===== config.mk =====
export PLATFORM = sky130hd
export DESIGN_NAME = alu_control_md
export DESIGN_NICKNAME = d
export VERILOG_FILES = /design/src/rtl/alu_control_md.sv
export SDC_FILE = /design/constraint.sdc
export NUM_CORES = 1
export LEC_CHECK = 0
export ABC_AREA = 1
export BUFFER_PORTS_ARGS = -buffer_cell sky130_fd_sc_hd__buf_4
export CORE_MARGIN = 2
export CORE_UTILIZATION = 50
export CTS_BUF_LIST = sky130_fd_sc_hd__clkbuf_16
export DETAILED_ROUTE_END_ITERATION = 7
export GPL_TIMING_DRIVEN = 0
export PLACE_DENSITY = 0.74
export SLEW_MARGIN = 20
export SYNTH_ARGS = -nofsm -noshare
export SYNTH_HDL_FRONTEND = slang
export SYNTH_SLANG_ARGS = --single-unit

===== constraint.sdc =====
create_clock -name clk -period 2.2 [get_ports clk]
set_clock_uncertainty 0.05 [all_clocks]
set_input_delay 0.44 -clock clk [delete_from_list [all_inputs] [get_ports clk]]
set_output_delay 0.44 -clock clk [all_outputs]
set_load 0.005 [all_outputs]

===== src/rtl/alu_control_md.sv =====
// alu_control_md: ALU control decode plus an iterative multiply/divide sequencer.
// Single-cycle instructions are decoded combinationally into a 4-bit ALU op code.
// M-extension ops (MUL, MULHU, DIVU, REMU) run on a one-bit-per-cycle engine
// and hold the pipeline in stall until the result is ready.
// Optional feature macro: ALUCTRL_DIV_EN enables DIVU/REMU (restoring divider).
// Without it, only MUL/MULHU are M ops; divide encodings decode as ILLEGAL.
//
// Handshake: an M op is accepted in IDLE when valid & M op & !flush; the
// datapath must hold the instruction while stall=1. md_done pulses for one
// cycle together with a valid md_result, and stall is low in that cycle so the
// instruction retires at its end.
module alu_control_md #(
    parameter int WIDTH = 32
) (
    input  logic             clk,
    input  logic             reset,
    input  logic             valid,
    input  logic             flush,
    input  logic [2:0]       aluop,
    input  logic [2:0]       func3,
    input  logic [6:0]       func7,
    input  logic [WIDTH-1:0] op_a,
    input  logic [WIDTH-1:0] op_b,
    output logic [3:0]       aluoperation,
    output logic             md_sel,
    output logic             stall,
    output logic             md_done,
    output logic [WIDTH-1:0] md_result,
    output logic             busy,
    output logic [1:0]       dbg_state
);

    localparam int CW = $clog2(WIDTH) + 1;

    localparam logic [3:0] OP_ADD     = 4'b0000;
    localparam logic [3:0] OP_SUB     = 4'b0001;
    localparam logic [3:0] OP_AND     = 4'b0010;
    localparam logic [3:0] OP_OR      = 4'b0011;
    localparam logic [3:0] OP_XOR     = 4'b0100;
    localparam logic [3:0] OP_SLL     = 4'b0101;
    localparam logic [3:0] OP_SRL     = 4'b0110;
    localparam logic [3:0] OP_SLT     = 4'b0111;
    localparam logic [3:0] OP_PASSB   = 4'b1000;
    localparam logic [3:0] OP_ILLEGAL = 4'b1111;

    typedef enum logic [1:0] {
        S_IDLE = 2'd0,
        S_MUL  = 2'd1,
`ifdef ALUCTRL_DIV_EN
        S_DIV  = 2'd2,
`endif
        S_DONE = 2'd3
    } state_t;

    state_t                 state_q, state_d;
    logic [CW-1:0]          cnt_q, cnt_d;
    logic [2*WIDTH-1:0]     prod_q, prod_d;     // MUL: {hi, lo}; DIV: {remainder, quotient}
    logic [WIDTH-1:0]       opnd_q, opnd_d;     // multiplicand or divisor
    logic                   kind_q, kind_d;     // 1: take upper half (MULHU / REMU)
    logic                   md_done_q, md_done_d;
    logic [WIDTH-1:0]       md_result_q, md_result_d;

    logic                   m_op;
    logic                   issue;
    logic                   last_iter;
    logic [WIDTH:0]         mul_sum;
    logic [2*WIDTH-1:0]     mul_next;

    // Decode aluop/func3/func7 into the ALU op code and M-op detection.
    always_comb begin
        aluoperation = OP_ILLEGAL;
        m_op         = 1'b0;
        case (aluop)
            3'b000: aluoperation = OP_ADD;
            3'b010: aluoperation = OP_SUB;
            3'b011: aluoperation = OP_PASSB;
            3'b100: begin
                case (func3)
                    3'b000:  aluoperation = OP_ADD;
                    3'b001:  aluoperation = OP_SLL;
                    3'b010:  aluoperation = OP_SLT;
                    3'b100:  aluoperation = OP_XOR;
                    3'b101:  aluoperation = (func7 == 7'b0000000) ? OP_SRL : OP_ILLEGAL;
                    3'b110:  aluoperation = OP_OR;
                    3'b111:  aluoperation = OP_AND;
                    default: aluoperation = OP_ILLEGAL;
                endcase
            end
            3'b111: begin
                if (func7 == 7'b0000000) begin
                    case (func3)
                        3'b000:  aluoperation = OP_ADD;
                        3'b001:  aluoperation = OP_SLL;
                        3'b010:  aluoperation = OP_SLT;
                        3'b100:  aluoperation = OP_XOR;
                        3'b101:  aluoperation = OP_SRL;
                        3'b110:  aluoperation = OP_OR;
                        3'b111:  aluoperation = OP_AND;
                        default: aluoperation = OP_ILLEGAL;
                    endcase
                end else if (func7 == 7'b0100000 && func3 == 3'b000) begin
                    aluoperation = OP_SUB;
                end else if (func7 == 7'b0000001) begin
                    case (func3)
                        3'b000, 3'b011: begin
                            aluoperation = OP_ADD;
                            m_op         = 1'b1;
                        end
`ifdef ALUCTRL_DIV_EN
                        3'b101, 3'b111: begin
                            aluoperation = OP_ADD;
                            m_op         = 1'b1;
                        end
`endif
                        default: aluoperation = OP_ILLEGAL;
                    endcase
                end
            end
            default: aluoperation = OP_ILLEGAL;
        endcase
    end

    assign md_sel    = m_op;
    assign issue     = (state_q == S_IDLE) && valid && m_op && !flush;
    assign last_iter = (cnt_q == CW'(WIDTH - 1));

`ifdef ALUCTRL_DIV_EN
    assign busy = (state_q == S_MUL) || (state_q == S_DIV);
`else
    assign busy = (state_q == S_MUL);
`endif

    assign stall     = issue || busy;
    assign md_done   = md_done_q;
    assign md_result = md_result_q;
    assign dbg_state = state_q;

    // One shift-add step: add multiplicand to the high half when the low bit is set, then shift right.
    always_comb begin
        mul_sum  = {1'b0, prod_q[2*WIDTH-1:WIDTH]} + (prod_q[0] ? {1'b0, opnd_q} : '0);
        mul_next = {mul_sum, prod_q[WIDTH-1:1]};
    end

`ifdef ALUCTRL_DIV_EN
    logic [WIDTH:0]     rem_sh;
    logic               rem_ge;
    logic [WIDTH:0]     rem_new;
    logic [2*WIDTH-1:0] div_next;

    // One restoring step: shift in the next dividend bit, subtract the divisor when it fits.
    // A zero divisor always fits, giving an all-ones quotient and the dividend as remainder.
    always_comb begin
        rem_sh   = {prod_q[2*WIDTH-1:WIDTH], prod_q[WIDTH-1]};
        rem_ge   = (rem_sh >= {1'b0, opnd_q});
        rem_new  = rem_ge ? (rem_sh - {1'b0, opnd_q}) : rem_sh;
        div_next = {rem_new[WIDTH-1:0], prod_q[WIDTH-2:0], rem_ge};
    end
`endif

    // Sequencer next-state: issue, iterate, complete; flush overrides everything.
    always_comb begin
        state_d     = state_q;
        cnt_d       = cnt_q;
        prod_d      = prod_q;
        opnd_d      = opnd_q;
        kind_d      = kind_q;
        md_done_d   = 1'b0;
        md_result_d = md_result_q;
        case (state_q)
            S_IDLE: begin
                if (issue) begin
                    cnt_d  = '0;
                    kind_d = func3[1];
`ifdef ALUCTRL_DIV_EN
                    if (func3[2]) begin
                        state_d = S_DIV;
                        opnd_d  = op_b;
                        prod_d  = {{WIDTH{1'b0}}, op_a};
                    end else begin
                        state_d = S_MUL;
                        opnd_d  = op_a;
                        prod_d  = {{WIDTH{1'b0}}, op_b};
                    end
`else
                    state_d = S_MUL;
                    opnd_d  = op_a;
                    prod_d  = {{WIDTH{1'b0}}, op_b};
`endif
                end
            end
            S_MUL: begin
                prod_d = mul_next;
                cnt_d  = cnt_q + CW'(1);
                if (last_iter) begin
                    state_d     = S_DONE;
                    md_done_d   = 1'b1;
                    md_result_d = kind_q ? mul_next[2*WIDTH-1:WIDTH] : mul_next[WIDTH-1:0];
                end
            end
`ifdef ALUCTRL_DIV_EN
            S_DIV: begin
                prod_d = div_next;
                cnt_d  = cnt_q + CW'(1);
                if (last_iter) begin
                    state_d     = S_DONE;
                    md_done_d   = 1'b1;
                    md_result_d = kind_q ? div_next[2*WIDTH-1:WIDTH] : div_next[WIDTH-1:0];
                end
            end
`endif
            S_DONE:  state_d = S_IDLE;
            default: state_d = S_IDLE;
        endcase
        if (flush && state_q != S_IDLE) begin
            state_d     = S_IDLE;
            md_done_d   = 1'b0;
            md_result_d = md_result_q;
        end
    end

    // State and datapath registers with synchronous active-low reset.
    always_ff @(posedge clk) begin
        if (!reset) begin
            state_q     <= S_IDLE;
            cnt_q       <= '0;
            prod_q      <= '0;
            opnd_q      <= '0;
            kind_q      <= 1'b0;
            md_done_q   <= 1'b0;
            md_result_q <= '0;
        end else begin
            state_q     <= state_d;
            cnt_q       <= cnt_d;
            prod_q      <= prod_d;
            opnd_q      <= opnd_d;
            kind_q      <= kind_d;
            md_done_q   <= md_done_d;
            md_result_q <= md_result_d;
        end
    end

endmodule


==> results of run 1 <==
==> cells in the final DEF, fill, tap and decap left out, types with 3 or more instances in the layout <==
master | Yosys | routed
nand2_1 | 405 | 342
inv_1 | 191 | 174
buf_4 | 3 | 140
dfxtp_1 | 138 | 137
a21oi_1 | 157 | 124
o21ai_0 | 107 | 107
nor2_1 | 119 | 97
nand3_1 | 106 | 78
nand2_2 | 0 | 51
clkbuf_1 | 43 | 36
a21oi_2 | 0 | 32
ha_4 | 0 | 22
nand3_2 | 0 | 21
nor2_2 | 1 | 18
clkbuf_16 | 0 | 18
inv_2 | 1 | 17
nand2_4 | 1 | 12
buf_6 | 8 | 9
ha_1 | 33 | 9
nand3_4 | 0 | 7
inv_6 | 0 | 7
nor2_4 | 1 | 6
buf_2 | 6 | 6
xor2_4 | 0 | 6
nand3b_1 | 5 | 5
nand4_1 | 5 | 5
xor2_1 | 14 | 5
clkinvlp_4 | 0 | 5
nor3_1 | 8 | 4
xor2_2 | 0 | 3
nor3_2 | 0 | 3
o211ai_1 | 3 | 3
==> worst max-delay path, cell delays in order, from the launching register on <==
cell and delay, ns:
dfxtp_4 0.41, clkbuf_16 0.18, nand2_4 0.06, inv_4 0.03, ha_4 0.15, fa_2 0.38, nand3_2 0.12, nand3_4 0.10
nand3_2 0.10, nand3_4 0.11, buf_12 0.16, xor2_4 0.21, nand2_2 0.09, a21oi_1 0.13
==> through the flow <==
stage	cells	power, mW	hold WS, ns	TNS, ns	utilization [%]
floorplan	1371	2.65	0.374	0	-
global placement	1712	2.80	0.382	-19.58	58.4
detailed placement	1712	2.80	0.386	-20.09	58.4
CTS	1752	5.53	0.230	-0.503	65.6
global route	1761	5.67	0.246	-7.75	69.4
finish	1761	5.54	0.228	-2.48	69.4
==> per-layer routing <==
layer  up-vias  share of wire [%]
met4         0                2.9
met3        57                8.3
met1      4303                 43
met2       405                 46
met5         -                  0
li1       4670                  -
==> area by class of cell <==
type	count	area [um^2]	share of cell area, %
clock inverters	15	130	1.13
well taps	220	275	2.40
repair buffers	140	1090	9.47
clock buffers	17	425	3.71
plain buffers	61	358	3.12
inverters	193	727	6.34
flip-flops and latches	138	2770	24.1
multi-input cells	977	5710	49.7
==> how the worst max path moves through the flow <==
| stage | slack (ns) | start | endpoint | cells past startpoint |
|---|---|---|---|---|
| 2_1_floorplan | 0.005 | prod_q[0] | prod_q[47] | 15 |
| 3_3_place_gp | -0.55 | prod_q[0] | prod_q[62] | 13 |
| 3_5_place_dp | -0.51 | prod_q[0] | prod_q[58] | 13 |
| 4_1_cts | -0.05 | prod_q[0] | md_result[15] | 14 |
| 5_1_grt | -0.27 | prod_q[0] | prod_q[58] | 12 |
| 6_report | -0.15 | prod_q[0] | md_result[11] | 13 |
==> report_power, final <==
part	switching, mW	internal [mW]
Clock	1.31	1.48
Sequential	0.000155	2.50
Combinational	0.123	0.134
==> timing repair <==
item / CTS / global route
pin swaps: 23 / 21
endpoints found under the hold margin: 0 / 0
endpoints found under the setup margin: 59 / 55
setup buffers: 8 / 9
resized for setup: 117 / 144
gates cloned: 2 / 0
==> state kept, by name, summed over array words and instances (netlist names) <==
name	flops
prod_q	64
md_result	32
opnd_q	32
cnt_q	6
dbg_state	2
kind_q	1
md_done	1
==> cells by family (layout without fill, tap and decap cells) <==
logic type / after synthesis / count (layout) / share of synthesized area (%)
AND/OR/NAND/NOR: 657 / 657 / 32.0
AO/OA/AOI/OAI: 272 / 272 / 16.4
XOR/XNOR: 14 / 14 / 1.45
flip-flops: 138 / 138 / 32.8
buffers and inverters: 256 / 426 / 12.3
adder cells (fa/ha/maj): 34 / 34 / 5.14
==> reports/results.tsv, run 1 <==
metric	value	unit
worstHoldStart	op_a[23]	
timing.slew.headroom	40.1	%
gp_congestion	0.994	
top_usage_layer	met2	
drtPass1Iterations	5	
p_leak	5.58	nW
setup_viol	41	
initialDrtViolationCount	808	
crit_required	2.52	ns
met2_usage	47.7	%
postSynthCellCount	1371	
grt_pass1_wl	42.2	mm
post_drt_wl_per_cell	16.2	um
r2r_cells	13	
grtUsageMet3	4.12	%
crit_arrival	2.67	ns
yosysTopAreaCell	dfxtp_1	
cts-root-buf	clkbuf_16	
worstSetupPathType	flip-flop to flip-flop	
cts_max_level	4	
synth.area.top_cells	dfxtp_1 (33%), nand2_1 (18%), a21oi_1 (9.3%)	
power_density	483	nW/um^2
antenna_found_initial	0	
grt_max_degree	18	
area_growth	36.1	%
yosysSeqAreaShare	32.8	%
synthTopCellsByCount	nand2_1 (405), inv_1 (191), a21oi_1 (157)	
antenna_left	0	
fillers	1460	
hp-class	input pin to flip-flop	
fin_crit_sh	107	%
stdcell_area	11500	um^2
hold_buffers	0	
synth_edf_count	0	
initial_core_util	51.0	%
grt_setup_unrepaired	yes	
hpwl	20.7	mm
fin_crit	2.35	ns
drv_cap	0	
crit-reg2reg-launch	prod_q[0]	
end_kind	flip-flop	
ff2ff_setup_slack	-0.15	ns
drive_gt1_share	26.3	%
status	finished, violations left	
fmax	425	MHz
max_slew.worst_pin.slew	0.899	ns
pre_cts_slack	-0.515	ns
violations	negative setup slack	
ys_ff_latch	138	
synth_top_area_share	32.8	%
gr-usage-met1	41.4	%
min_to	opnd_q[23]	
ys.flop_type	dfxtp_1	
synthesis.area	8430	um^2
overflow	0	
setup_slack	-0.154	ns
startpoint_type	flip-flop	
post_dp_cell_area	9640	um^2
num_vias	9435	
synthDistinctLibCells	31	
routed_via_density	5.36	
timing.rr.end	md_result[11]	
cp_max_fo	7	
cts_buffer_depth	2	
grt_pass1_vias	8452	
portBuffers	121	
finalHoldViolCount	0	
nNetsFinal	1643	
diodes	0	
numCtsBuffers	17	
yosysWarnings	0	
drv_slew	0	
drcViolationCount	0	
die_y	134	um
grt_usage	30.1	%
boundaryPins	123	
syn_nets	1486	
cts.reportedPaths.clkPinSlew	0.07	ns
insertion_delay	0.44	ns
synthMostInstantiatedCell	nand2_1	
async_flop_share	0	%
rows	47	
whs_path_depth	3	
syn_area_per_cell	6.15	um^2
finalWirelength	28.5	mm
cts_sinks	138	
ir_worst_vdd	0.542	mV
cts_tree	done	
fp.dieArea	17900	um^2
die_w	134	um
coreArea	16500	um^2
No activity file was read; power rests on OpenSTA's default activity.
==> inputs of run 2 (changes only) <==
SETUP_SLACK_MARGIN = 0.05   (was unset)
==> run 2 against run 1 <==
Effect of this change:
- the flow still finishes with violations (negative setup slack)
- sequential share of layout area fell by 1.6 points
- register-to-register slack got worse by 0.08 ns
- count of clock-buffer cells in the layout unchanged
- combinational power grew 5%
- critical path depth rose by 1
- sequential power is essentially flat
- first-iteration DRC count increased by 16%
- critical endpoint is now prod_q[46]
- largest cell class unchanged
==> reports/results.tsv, run 2 (synthesis results as in run 1) <==
metric	value	unit	change
power_density	461	nW/um^2	-4.6%
grt_pass1_wl	47.4	mm	+12%
whs_path_depth	3		unchanged
post_dp_cell_area	9660	um^2	+0.13%
power.total	5.66	mW	+2.2%
seq_power_share	44.1	%	-1.0 points
finalWirelength	32.0	mm	+12%
rows	47		unchanged
numCtsBuffers	17		unchanged
grt_max_degree	17		-1
worstHoldStart	op_a[10]		
status	finished, violations left		
hold_buffers	0		unchanged
grt_setup_unrepaired	yes		
stdcell_area	12300	um^2	+7.1%
final_cell_mix	nand2_1 (293), inv_1 (164), buf_4 (151), dfxtp_1 (136), o21ai_0 (107)		
num_vias	10100		+7.0%
drtPass1Iterations	6		+1
nNetsFinal	1657		+0.85%
crit_arrival	2.75	ns	+0.08 ns
startpoint_type	flip-flop		
fillers	1246		-15%
crit_start	prod_q[0]		
violations	negative setup slack		
timing.slew.headroom	21.8	%	-18 points
hpwl	21.1	mm	+2.3%
routed_via_density	5.69		+6.2%
drv_cap	0		unchanged
ff2ff_setup_slack	-0.23	ns	-0.08 ns
p_sw	1.43	mW	+0.11%
insertion_delay	0.44	ns	about the same
finalHoldViolCount	0		unchanged
area_growth	45.8	%	
fin_crit	2.43	ns	+0.0797 ns
cts_sinks	138		unchanged
grt_usage	33.4	%	+3.4 points
worstSetupPathType	flip-flop to flip-flop		
p_sw_share	25.3	%	-0.52 points
seq_area	2770	um^2	about the same
cts_tree	done		
final_common_cell	nand2_1		
fmax	411	MHz	-3.3%
end_kind	flip-flop		
p_leak	5.88	nW	+5.5%
setup_viol	49		+20%
setup_slack	-0.234	ns	-0.0797 ns
drcViolationCount	0		unchanged
largest_register_ff_count	64		unchanged
cts.reportedPaths.clkPinSlew	0.07	ns	about the same
p_clk_share	51.1	%	+0.8 points
cts-root-buf	clkbuf_16		
cts_max_level	4		unchanged
timing.rr.end	prod_q[46]		
min_to	opnd_q[10]		
crit_required	2.52	ns	about the same
gp_congestion	1.00		+0.67%
crit-reg2reg-launch	prod_q[0]		
max_slew.worst_pin.slew	1.17	ns	+0.273 ns
initial_core_util	51.0	%	unchanged
drive_gt1_share	34.6	%	+8.3 points
portBuffers	121		unchanged
grt_pass1_vias	9299		+10%
r2r_cells	14		+1
cp_max_fo	6		-1
multi_input_area	6370	um^2	+12%
die_w	134	um	unchanged
hp-class	input pin to flip-flop		
fin_util	74.4	%	+4.9 points
initialDrtViolationCount	935		+16%
cts_buffer_depth	2		unchanged
antenna_left	0		unchanged
antenna_found_initial	0		unchanged
p_comb_share	4.8	%	+0.2 points
boundaryPins	123		unchanged
intPower	4.23	mW	+2.9%
post_drt_wl_per_cell	18.0	um	+11%
pre_cts_slack	-0.651	ns	-0.136 ns
ir_worst_vdd	0.601	mV	+11%
largest-register	prod_q		
diodes	0		unchanged
fin_crit_sh	111	%	+3.6 points
fp.dieArea	17900	um^2	unchanged
overflow	0		unchanged
drv_slew	0		unchanged
die_y	134	um	unchanged
coreArea	16500	um^2	unchanged
-- run 2: changes by cell type in the layout (fill, tap and decap cells not counted), sizes merged --
cell,previous run,this run
clkbuf,57,60
clkinvlp,5,2
inv,201,202
clkinv,2,3
buf,161,172
bufinv,0,1
-- run 2: what timing repair did --
action | 4_1_cts | 5_1_grt
gates cloned | 1 | 0
resized for setup | 266 | 159
pin swaps | 60 | 86
setup buffers | 16 | 16
setup endpoints to repair | 58 | 62
-- run 2: worst max path at each step --
| stage | end | slack, ns |
|---|---|---|
| floorplan | prod_q[47] | 0.06 |
| global placement | md_result[12] | -0.63 |
| detailed placement | md_result[14] | -0.65 |
| CTS | md_result[15] | -0.1 |
| global route | md_result[18] | -0.31 |
| finish | prod_q[46] | -0.23 |
-- run 2: per-stage QoR --
| stage | TNS [ns] | hold slack, ns | std cells |
|---|---|---|---|
| detailed placement | -23.44 | 0.387 | 1712 |
| CTS | -1.09 | 0.239 | 1760 |
| global placement | -21.77 | 0.383 | 1712 |
| global route | -9.29 | 0.256 | 1775 |
| finish | -5.61 | 0.233 | 1775 |
| floorplan | 0 | 0.374 | 1371 |
-- run 2: critical path, stage by stage, from the launching register on --
cell       delay, ns
dfxtp_2         0.32
buf_8           0.13
clkbuf_16       0.16
nand2_1         0.07
inv_2           0.05
ha_4            0.32
nand3_4         0.09
nand3_4         0.12
nand2_1         0.10
nand2_2         0.11
nand2_2         0.08
nand2_4         0.16
xor2_4          0.31
nand2_2         0.12
a21oi_2         0.15
-- run 2: metal layers --
layer	up-vias	track usage, %	share of wire (%)
met1	4694	41.2	39
met2	547	54.9	47
met4	0	17.5	5.6
met5	-	0	0
li1	4685	-	-
met3	169	7.41	8.6
-- run 2: power groups by stage --
stage	logic (mW)	clock network (mW)	registers, mW
6_report	0.271	2.89	2.50
5_1_grt	0.296	3.00	2.50
4_1_cts	0.253	2.88	2.50
3_5_place_dp	0.248	0	2.55
3_3_place_gp	0.246	0	2.55
2_1_floorplan	0.0916	0	2.55
-- run 2: area by class of cell --
type / count / area share [%]
well taps: 220 / 2.24
plain buffers: 62 / 3.20
inverters: 193 / 5.96
clock buffers: 17 / 3.46
multi-input cells: 977 / 51.9
clock inverters: 15 / 1.20
flip-flops and latches: 138 / 22.5
repair buffers: 153 / 9.56
